<file path="src/rtl/reg_file_param.sv">
// Register file: 2 async reads, primary write port, valid/ready external-load port with a 1-entry pending slot.
// Uncontended load visible 1 cycle after acceptance; ext_ready drops while a load is pending; `REGFILE_BYPASS_EN enables write-to-read forwarding.
module reg_file_param #(
  parameter int DATA_WIDTH = 16,
  parameter int NUM_REGS   = 4,
  parameter int ADDR_WIDTH = 2,
  parameter int ZERO_REG   = 0
) (
  input  logic                  clk,
  input  logic                  reset_n,
  input  logic [ADDR_WIDTH-1:0] read1,
  input  logic [ADDR_WIDTH-1:0] read2,
  output logic [DATA_WIDTH-1:0] read_out1,
  output logic [DATA_WIDTH-1:0] read_out2,
  input  logic                  reg_write,
  input  logic [ADDR_WIDTH-1:0] write_reg,
  input  logic [DATA_WIDTH-1:0] write_data,
  input  logic                  ext_valid,
  input  logic [ADDR_WIDTH-1:0] ext_reg,
  input  logic [DATA_WIDTH-1:0] ext_data,
  output logic                  ext_ready,
  output logic                  ext_done
);

  typedef enum logic {IDLE = 1'b0, PEND = 1'b1} state_t;

  state_t                state, state_nxt;
  logic [DATA_WIDTH-1:0] regs [NUM_REGS];
  logic [ADDR_WIDTH-1:0] pend_reg;
  logic [DATA_WIDTH-1:0] pend_data;

  logic                  wr_en;
  logic [ADDR_WIDTH-1:0] wr_addr;
  logic [DATA_WIDTH-1:0] wr_data;
  logic                  capture;
  logic                  done_set;

  // Addresses past NUM_REGS and the hardwired zero register are neither stored nor read.
  function automatic logic writable(input logic [ADDR_WIDTH-1:0] a);
    return (int'(a) < NUM_REGS) && !((ZERO_REG != 0) && (a == '0));
  endfunction

  function automatic logic [DATA_WIDTH-1:0] array_rd(input logic [ADDR_WIDTH-1:0] a);
    logic [DATA_WIDTH-1:0] v;
    v = '0;
    if (writable(a)) begin
      for (int i = 0; i < NUM_REGS; i++) begin
        if (int'(a) == i) v = regs[i];
      end
    end
    return v;
  endfunction

  always_ff @(posedge clk) begin
    if (!reset_n) state <= IDLE;
    else          state <= state_nxt;
  end

  always_comb begin
    state_nxt = state;
    case (state)
      IDLE:    if (ext_valid && reg_write) state_nxt = PEND;
      PEND:    if (!reg_write || (write_reg == pend_reg)) state_nxt = IDLE;
      default: state_nxt = IDLE;
    endcase
  end

  // Single array write port: primary write always wins, external/pending data takes free edges.
  always_comb begin
    wr_en    = 1'b0;
    wr_addr  = write_reg;
    wr_data  = write_data;
    capture  = 1'b0;
    done_set = 1'b0;
    case (state)
      IDLE: begin
        if (reg_write) begin
          wr_en   = 1'b1;
          capture = ext_valid;
        end else if (ext_valid) begin
          wr_en    = 1'b1;
          wr_addr  = ext_reg;
          wr_data  = ext_data;
          done_set = 1'b1;
        end
      end
      PEND: begin
        wr_en = 1'b1;
        if (reg_write) begin
          done_set = (write_reg == pend_reg);
        end else begin
          wr_addr  = pend_reg;
          wr_data  = pend_data;
          done_set = 1'b1;
        end
      end
      default: ;
    endcase
  end

  assign ext_ready = (state == IDLE);

  always_ff @(posedge clk) begin
    if (!reset_n) begin
      for (int i = 0; i < NUM_REGS; i++) regs[i] <= '0;
      pend_reg  <= '0;
      pend_data <= '0;
      ext_done  <= 1'b0;
    end else begin
      if (wr_en && writable(wr_addr)) begin
        for (int i = 0; i < NUM_REGS; i++) begin
          if (int'(wr_addr) == i) regs[i] <= wr_data;
        end
      end
      if (capture) begin
        pend_reg  <= ext_reg;
        pend_data <= ext_data;
      end
      ext_done <= done_set;
    end
  end

`ifdef REGFILE_BYPASS_EN
  always_comb begin
    read_out1 = array_rd(read1);
    read_out2 = array_rd(read2);
    if (reg_write && writable(write_reg)) begin
      if (read1 == write_reg) read_out1 = write_data;
      if (read2 == write_reg) read_out2 = write_data;
    end
  end
`else
  always_comb begin
    read_out1 = array_rd(read1);
    read_out2 = array_rd(read2);
  end
`endif

endmodule

</file>
<file path="config.mk">
export PLATFORM = sky130hd
export DESIGN_NAME = reg_file_param
export DESIGN_NICKNAME = d
export VERILOG_FILES = /design/src/rtl/reg_file_param.sv
export SDC_FILE = /design/constraint.sdc
export NUM_CORES = 1
export LEC_CHECK = 0
export CAP_MARGIN = 20
export CORE_MARGIN = 2
export CORE_UTILIZATION = 40
export DETAILED_ROUTE_END_ITERATION = 8
export PLACE_DENSITY = 0.63
export SLEW_MARGIN = 25
export SYNTH_ARGS = -nofsm -noshare
export SYNTH_HDL_FRONTEND = slang
export SYNTH_SLANG_ARGS = --single-unit
export TNS_END_PERCENT = 20
</file>
<file path="constraint.sdc">
create_clock -name clk -period 3.8 [get_ports clk]
set_clock_uncertainty 0.1 [all_clocks]
set_input_delay 0.76 -clock clk [delete_from_list [all_inputs] [get_ports clk]]
set_output_delay 0.76 -clock clk [all_outputs]
set_load 0.02 [all_outputs]
</file>
==> results.json, run 1 <==
{
  "status": "complete, no violations",
  "die_w_um": 108,
  "nFillCells": 940,
  "tightest_slew_ps": 763,
  "initial_core_util_pct": 40.6,
  "startpoint_type": "input port",
  "power_leakage_uw": 0.00198,
  "r2r_start": "state",
  "netlist_instances": 349,
  "crit_fanout": 16,
  "finalNonFillerCells": 568,
  "drive_gt1_share_pct": 16.1,
  "cts-root-buf": "clkbuf_8",
  "grt_pass1_wl_mm": 16.2,
  "final_common_cell": "clkdlybuf4s50_1",
  "switchingPower_uw": 600,
  "synthArstFlopShare_pct": 0,
  "use_met1_pct": 23.8,
  "cts.path.max_buffers": 2,
  "grt_max_degree": 26,
  "criticalPathCategory": "in -> out",
  "critical_path_required_ps": 2940,
  "wl_per_cell_um": 17.8,
  "end_kind": "output port",
  "finalCritPeriodShare_pct": 89.6,
  "p_int_uw": 1820,
  "gr-usage-all-layers_pct": 18.3,
  "hold_viol_final": 0,
  "finalWorstSetupSlack_ps": 395,
  "drv_slew": 0,
  "synthesis.area_sq_mm": 0.00434,
  "place_ws_ps": 384,
  "num_rows": 38,
  "tritoncts": "done",
  "rsz0062_at_grt": "false",
  "die_h_um": 108,
  "pin_count": 78,
  "fin_util_pct": 51.8,
  "drc": 0,
  "max_freq_mhz": 294,
  "drt-total-wl_mm": 10.1,
  "hold_slack_ps": 365,
  "overflow": 0,
  "hp-class": "reg -> reg",
  "synth_flop_cell": "edfxtp_1",
  "cts_setup_buffers": 0,
  "largest_register_ffs": 64,
  "h-tree-depth": 3,
  "layout_common_cells": "clkdlybuf4s50_1, nor2_1, edfxtp_1",
  "cts-buffers-inserted": 9,
  "pwr-share-seq_pct": 45.8,
  "drt_pass1_iterations": 4,
  "cts_sinks": 84,
  "multiInputGateArea_sq_mm": 0.00185,
  "yosys-top-cells-area": "edfxtp_1, mux4_2, dfxtp_1, a22o_1, nor2_1",
  "maxCapViolations": 0,
  "busiest_layer": "met2",
  "place.gp.congestion": 0.750,
  "drtIter0Drc": 169,
  "syn-num-nets": 393,
  "synth_edf_count": 64,
  "synth_area_leader_cell": "edfxtp_1",
  "yosys_warnings": 0,
  "layout_min_cycle_time_ps": 3400,
  "core_area_sq_mm": 0.0107,
  "grt_use_met3_pct": 1.87,
  "synth.avg_cell_area_sq_um": 12.4,
  "yosysUniqueCellTypes": 31,
  "port_buffers": 77,
  "use_met2_pct": 31.9,
  "power_density_mw_per_mm2": 437,
  "antenna_found_initial": 0,
  "power_frac_comb_pct": 20.2,
  "vias": 3067,
  "synth_seq_area_share_pct": 53.5,
  "dieArea_sq_mm": 0.0117,
  "tns_ps": 0,
  "relSlewSlack_pct": 48.9,
  "clock_power_share_pct": 33.9,
  "synth-seq-cells": 84,
  "setup.worst_path.start": "read1[0]",
  "min_from": "pend_data[13]",
  "arrival_ps": 2540,
  "regArea_sq_mm": 0.00232,
  "diodes": 0,
  "hold_buffers": 0,
  "clk_latency_ps": 340,
  "grt_pass1_vias": 3170,
  "area_growth_pct": 27.6,
  "yosysTopAreaCellShare_pct": 44.3,
  "final_nets": 468,
  "ant_nets": 0,
  "hpwlAfterDp_mm": 6.97,
  "vdd_drop_max_v": 0.000195,
  "clkTransAtPathRegs_ps": 80,
  "cts_resized": 0,
  "viasPerCell": 5.40,
  "placed_cells": 553,
  "swShare_pct": 24.8,
  "setup_viol": 0
}
==> area by class of cell <==
class	instances	area share [%]
Tap cell	140	3.16
Clock buffer	9	2.24
Clock inverter	6	2.49
Sequential cell	84	41.9
Timing Repair Buffer	93	16.5
Inverter	4	0.271
Multi-Input combinational cell	232	33.4
==> power groups by stage <==
| stage | combinational, uW | sequential, uW | clock, uW |
|---|---|---|---|
| floorplan | 291 | 1120 | 0 |
| global placement | 486 | 1130 | 0 |
| detailed placement | 493 | 1130 | 0 |
| CTS | 494 | 1110 | 836 |
| global route | 526 | 1120 | 869 |
| finish | 490 | 1110 | 822 |
==> worst max-delay path: stages <==
cell	delay, ps
clkdlybuf4s50_1	500
buf_12	190
mux4_2	530
clkdlybuf4s50_1	560
==> stage by stage <==
step,area [sq um],power (uW)
final,5540,2420
after global placement,5280,1610
after floorplan,4340,1410
after detailed placement,5280,1620
after CTS,5540,2440
after global routing,5540,2510
==> kinds of logic after synthesis <==
family          share of synthesized area [%]
flops                                    53.5
buf+inv                                  3.89
compound gates                           14.3
simple gates                             11.2
xor+xnor                                0.404
mux                                      16.6
==> routing by layer <==
layer	share of wire (%)	wire length [um]	vias up
met5	0	0	-
met4	1.1	115	0
met3	4.3	431	9
met2	53	5360	93
met1	42	4230	1504
li1	-	-	1461
==> Yosys cell counts (all sizes together) (5+ instances only) <==
library cell and number:
a22o 32, clkbuf 15, a21boi 18, mux4 32
edfxtp 64, dfxtp 20, buf 14, nand2 37
a21oi 20, nor2b 5, nor2 66, o21ai 5
==> path summary, 6_finish.rpt <==
| check | slack [ps] | cells after the start | end |
|---|---|---|---|
| hold / removal | 360 | 2 | pend_data[13] |
| hold reg to reg | 360 | 2 | pend_data[13] |
| setup / recovery | 400 | 4 | read_out1[2] |
| setup reg to reg | 1200 | 4 | regs[3][1] |
Power figures use the tool's default switching activity.
==> run 2: changes to the inputs <==
--- a/config.mk
+++ b/config.mk
@@ -5,11 +5,12 @@
 export SDC_FILE = /design/constraint.sdc
 export NUM_CORES = 1
 export LEC_CHECK = 0
+export ABC_CLOCK_PERIOD_IN_PS = 3800
 export CAP_MARGIN = 20
 export CORE_MARGIN = 2
 export CORE_UTILIZATION = 40
+export CTS_BUF_LIST = sky130_fd_sc_hd__clkbuf_8
 export DETAILED_ROUTE_END_ITERATION = 8
-export PLACE_DENSITY = 0.63
 export SLEW_MARGIN = 25
 export SYNTH_ARGS = -nofsm -noshare
 export SYNTH_HDL_FRONTEND = slang
==> results.json, run 2 (synthesized netlist as in run 1, its figures left out) <==
{
  "relSlewSlack_pct": 53.5,
  "core_area_sq_mm": 0.0107,
  "swShare_pct": 26.1,
  "hp-class": "reg -> reg",
  "place.gp.congestion": 0.757,
  "status": "complete, no violations",
  "rsz0062_at_grt": "false",
  "initial_core_util_pct": 40.6,
  "tns_ps": 0,
  "end_kind": "output port",
  "antenna_found_initial": 0,
  "drv_slew": 0,
  "power_density_mw_per_mm2": 399,
  "num_rows": 38,
  "nFillCells": 983,
  "min_from": "pend_data[12]",
  "finalWorstSetupSlack_ps": 397,
  "cts-buffers-inserted": 9,
  "finalCritPeriodShare_pct": 89.6,
  "final_common_cell": "clkdlybuf4s50_1",
  "grt_pass1_wl_mm": 15.8,
  "arrival_ps": 2540,
  "clk_latency_ps": 350,
  "hold_viol_final": 0,
  "power_leakage_uw": 0.00195,
  "multiInputGateArea_sq_mm": 0.00185,
  "ant_nets": 0,
  "vdd_drop_max_v": 0.000173,
  "path_common_cell": "clkdlybuf4s50_1",
  "switchingPower_uw": 567,
  "cts_setup_buffers": 0,
  "setup.worst_path.start": "read1[0]",
  "wl_per_cell_um": 17.6,
  "gr-usage-all-layers_pct": 18.0,
  "diodes": 0,
  "pwr-share-seq_pct": 51.0,
  "path_cells": "clkdlybuf4s50_1 -> buf_12 -> mux4_2 -> clkdlybuf4s50_1",
  "dieArea_sq_mm": 0.0117,
  "criticalPathCategory": "in -> out",
  "hpwlAfterDp_mm": 6.96,
  "vias": 2988,
  "clkTransAtPathRegs_ps": 70,
  "drt_pass1_iterations": 4,
  "hold_buffers": 0,
  "crit_path_max_incr_delay_ps": 560,
  "place_area_sq_mm": 0.00529,
  "cts.path.max_buffers": 2,
  "cp_slowest_cell": "clkdlybuf4s50_1",
  "drive_gt1_share_pct": 15.3,
  "grt_max_degree": 21,
  "viasPerCell": 5.24,
  "setup_viol": 0,
  "drt-total-wl_mm": 10.0,
  "drc": 0,
  "critical_path_required_ps": 2940,
  "layout_min_cycle_time_ps": 3400,
  "power_frac_comb_pct": 22.5,
  "regArea_sq_mm": 0.00232,
  "ff2ff_setup_slack_ps": 1500,
  "final_nets": 470,
  "largest_register_ffs": 64,
  "die_h_um": 108,
  "pin_count": 78,
  "path_buf_inv": 3,
  "cts_sinks": 84,
  "max_freq_mhz": 294,
  "port_buffers": 77,
  "layout_common_cells": "clkdlybuf4s50_1, nor2_1, edfxtp_1",
  "h-tree-depth": 3,
  "cts_resized": 0,
  "overflow": 0,
  "tightest_slew_ps": 695,
  "place_ws_ps": 378,
  "tritoncts": "done",
  "p_int_uw": 1610,
  "fin_area_sq_mm": 0.00546,
  "startpoint_type": "input port",
  "grt_pass1_vias": 2992,
  "critical-path-top-delay-family": "buffers and inverters",
  "area_growth_pct": 25.9,
  "r2r_start": "state",
  "clock_power_share_pct": 26.5,
  "die_w_um": 108,
  "maxCapViolations": 0,
  "crit_fanout": 16,
  "drtIter0Drc": 112,
  "cts-root-buf": "clkbuf_8"
}
run 2: per-layer routing:
layer  share of wire [%]  wire, um  track usage [%]
met5                   0         0                0
met4                 1.4       140             5.49
met3                 3.6       360             3.74
met2                  51      5150             30.4
met1                  44      4390             23.4
run 2: metrics by stage:
stage	total power, uW	cells	hold WS [ps]	util, %
3_5_place_dp	1630	555	357	49.5
5_1_grt	2270	570	388	51.1
2_1_floorplan	1410	349	343	-
3_3_place_gp	1620	555	349	49.5
4_1_cts	2200	570	367	51.1
6_report	2180	570	364	51.1
run 2: power by group through the flow:
stage / Combinational (uW) / Clock, uW / Sequential [uW]
3_5_place_dp: 495 / 0 / 1130
4_1_cts: 496 / 594 / 1110
2_1_floorplan: 291 / 0 / 1120
3_3_place_gp: 490 / 0 / 1130
5_1_grt: 526 / 624 / 1120
6_report: 491 / 577 / 1110
run 2: path summary, 6_finish.rpt:
check                                endpoint  depth (start not counted)
worst min-delay path            pend_data[12]                          2
worst min register to register  pend_data[12]                          2
worst max-delay path             read_out1[7]                          4
worst max register to register     regs[2][6]                          4
run 2: layout make-up:
class / count / share of cell area [%]
Inverter: 4 / 0.275
Tap cell: 140 / 3.21
Sequential cell: 84 / 42.5
Timing Repair Buffer: 95 / 17.0
Clock inverter: 6 / 0.893
Multi-Input combinational cell: 232 / 33.8
Clock buffer: 9 / 2.27
run 2: worst min-delay path, cell delays in order, from the launching register on:
cell	delay, ps
dfxtp_1	310
nand2_1	50
a21boi_0	60
==> run 3: changes to the inputs <==
--- a/config.mk
+++ b/config.mk
@@ -8,9 +8,11 @@
 export ABC_CLOCK_PERIOD_IN_PS = 3800
 export CAP_MARGIN = 20
 export CORE_MARGIN = 2
-export CORE_UTILIZATION = 40
+export CORE_UTILIZATION = 55
 export CTS_BUF_LIST = sky130_fd_sc_hd__clkbuf_8
 export DETAILED_ROUTE_END_ITERATION = 8
+export PLACE_DENSITY = 0.83
+export SKIP_LAST_GASP = 1
 export SLEW_MARGIN = 25
 export SYNTH_ARGS = -nofsm -noshare
 export SYNTH_HDL_FRONTEND = slang
==> results.json, run 3 (synthesized netlist as in run 1, its figures left out) <==
{
  "grt_pass1_wl_mm": 16.0,
  "grt_pass1_vias": 3089,
  "vdd_drop_max_v": 0.000201,
  "layout_common_cells": "clkdlybuf4s50_1, nor2_1, edfxtp_1",
  "critical_path_required_ps": 2940,
  "cts-root-buf": "clkbuf_8",
  "power_density_mw_per_mm2": 424,
  "gr-usage-all-layers_pct": 25.0,
  "hold_viol_final": 0,
  "clkTransAtPathRegs_ps": 80,
  "overflow": 0,
  "drv_slew": 0,
  "core_area_sq_mm": 0.00769,
  "diodes": 0,
  "pin_count": 78,
  "crit_fanout": 16,
  "drt-total-wl_mm": 10.3,
  "crit_path_max_incr_delay_ps": 560,
  "rsz0062_at_grt": "false",
  "cts_setup_buffers": 0,
  "end_kind": "output port",
  "layout_min_cycle_time_ps": 3430,
  "num_rows": 32,
  "dieArea_sq_mm": 0.00862,
  "wl_per_cell_um": 19.4,
  "power_leakage_uw": 0.00196,
  "relSlewSlack_pct": 48.9,
  "cp_slowest_cell": "clkdlybuf4s50_1",
  "regArea_sq_mm": 0.00232,
  "initial_core_util_pct": 56.4,
  "tightest_slew_ps": 763,
  "h-tree-depth": 3,
  "hp-class": "reg -> reg",
  "grt_max_degree": 26,
  "path_cells": "clkdlybuf4s50_1 -> buf_12 -> mux4_2 -> clkdlybuf4s50_1",
  "area_growth_pct": 25.6,
  "finalNonFillerCells": 531,
  "drt_pass1_iterations": 5,
  "ff2ff_setup_slack_ps": 1130,
  "die_w_um": 92.8,
  "largest_register_ffs": 64,
  "startpoint_type": "input port",
  "final_nets": 468,
  "place_area_sq_mm": 0.00523,
  "drtIter0Drc": 212,
  "path_common_cell": "clkdlybuf4s50_1",
  "setup_viol": 0,
  "vias": 3211,
  "final_common_cell": "clkdlybuf4s50_1",
  "clk_latency_ps": 350,
  "cts_resized": 0,
  "drive_gt1_share_pct": 16.3,
  "drc": 0,
  "fin_area_sq_mm": 0.00545,
  "die_h_um": 92.8,
  "hpwlAfterDp_mm": 7.06,
  "status": "complete, no violations",
  "ant_nets": 0,
  "cts.path.max_buffers": 2,
  "arrival_ps": 2570,
  "nFillCells": 527,
  "antenna_found_initial": 0,
  "multiInputGateArea_sq_mm": 0.00185,
  "port_buffers": 77,
  "criticalPathCategory": "in -> out",
  "tritoncts": "done",
  "tns_ps": 0,
  "viasPerCell": 6.05,
  "maxCapViolations": 0,
  "hold_buffers": 0,
  "max_freq_mhz": 292,
  "hold_slack_ps": 367,
  "cts-buffers-inserted": 9,
  "cts_sinks": 84,
  "place.gp.congestion": 0.823,
  "finalCritPeriodShare_pct": 90.2,
  "placed_cells": 515
}
## run 3: changes by cell type in the layout (fill, tap and decap cells not counted)
cell        before  now
buf_4           16   14
bufinv_16        1    2
clkinv_1         5    2
clkinv_2         0    1
clkinv_4         0    1
clkinvlp_4       0    1
inv_1            4    2
inv_6            0    2
## run 3: critical path: cells and delay by family
family,cells,cell delay (ps)
buffers and inverters,3,1280
muxes,1,520
## run 3: report_power, final
| part | internal (uW) | switching (uW) | leakage, uW |
|---|---|---|---|
| Sequential | 1070 | 40.4 | 0.000841 |
| Combinational | 249 | 245 | 0.00101 |
| Clock | 375 | 330 | 0.000110 |
## run 3: cell type report
type                    instances  share of cell area (%)
clock inverters                 7                    1.81
clock buffers                   9                    2.27
multi-input cells             232                    33.9
flip-flops and latches         84                    42.6
repair buffers                 93                    16.8
well taps                     102                    2.34
inverters                       4                   0.275
## run 3: metal layers
layer  vias up  wire length (um)  GRT usage [%]
met4         0               138           8.33
met5         -                 0              0
met3        12               662           3.17
met2       154              5610           45.1
li1       1464                 -              -
met1      1581              3880           31.2
## run 3: stage by stage
step	worst slack [ps]	utilization [%]	power, uW
4_1_cts	359	70.9	2320
3_3_place_gp	402	68.0	1600
5_1_grt	327	70.9	2390
2_1_floorplan	614	-	1410
6_report	373	70.9	2310
3_5_place_dp	352	68.0	1620
## run 3: path summary, 6_finish.rpt
kind	from	to	cells after the start
worst min register to register	pend_data[2]	pend_data[2]	2
worst max-delay path	read1[0]	read_out1[7]	4
worst min-delay path	pend_data[2]	pend_data[2]	2
worst max register to register	state	regs[3][15]	4
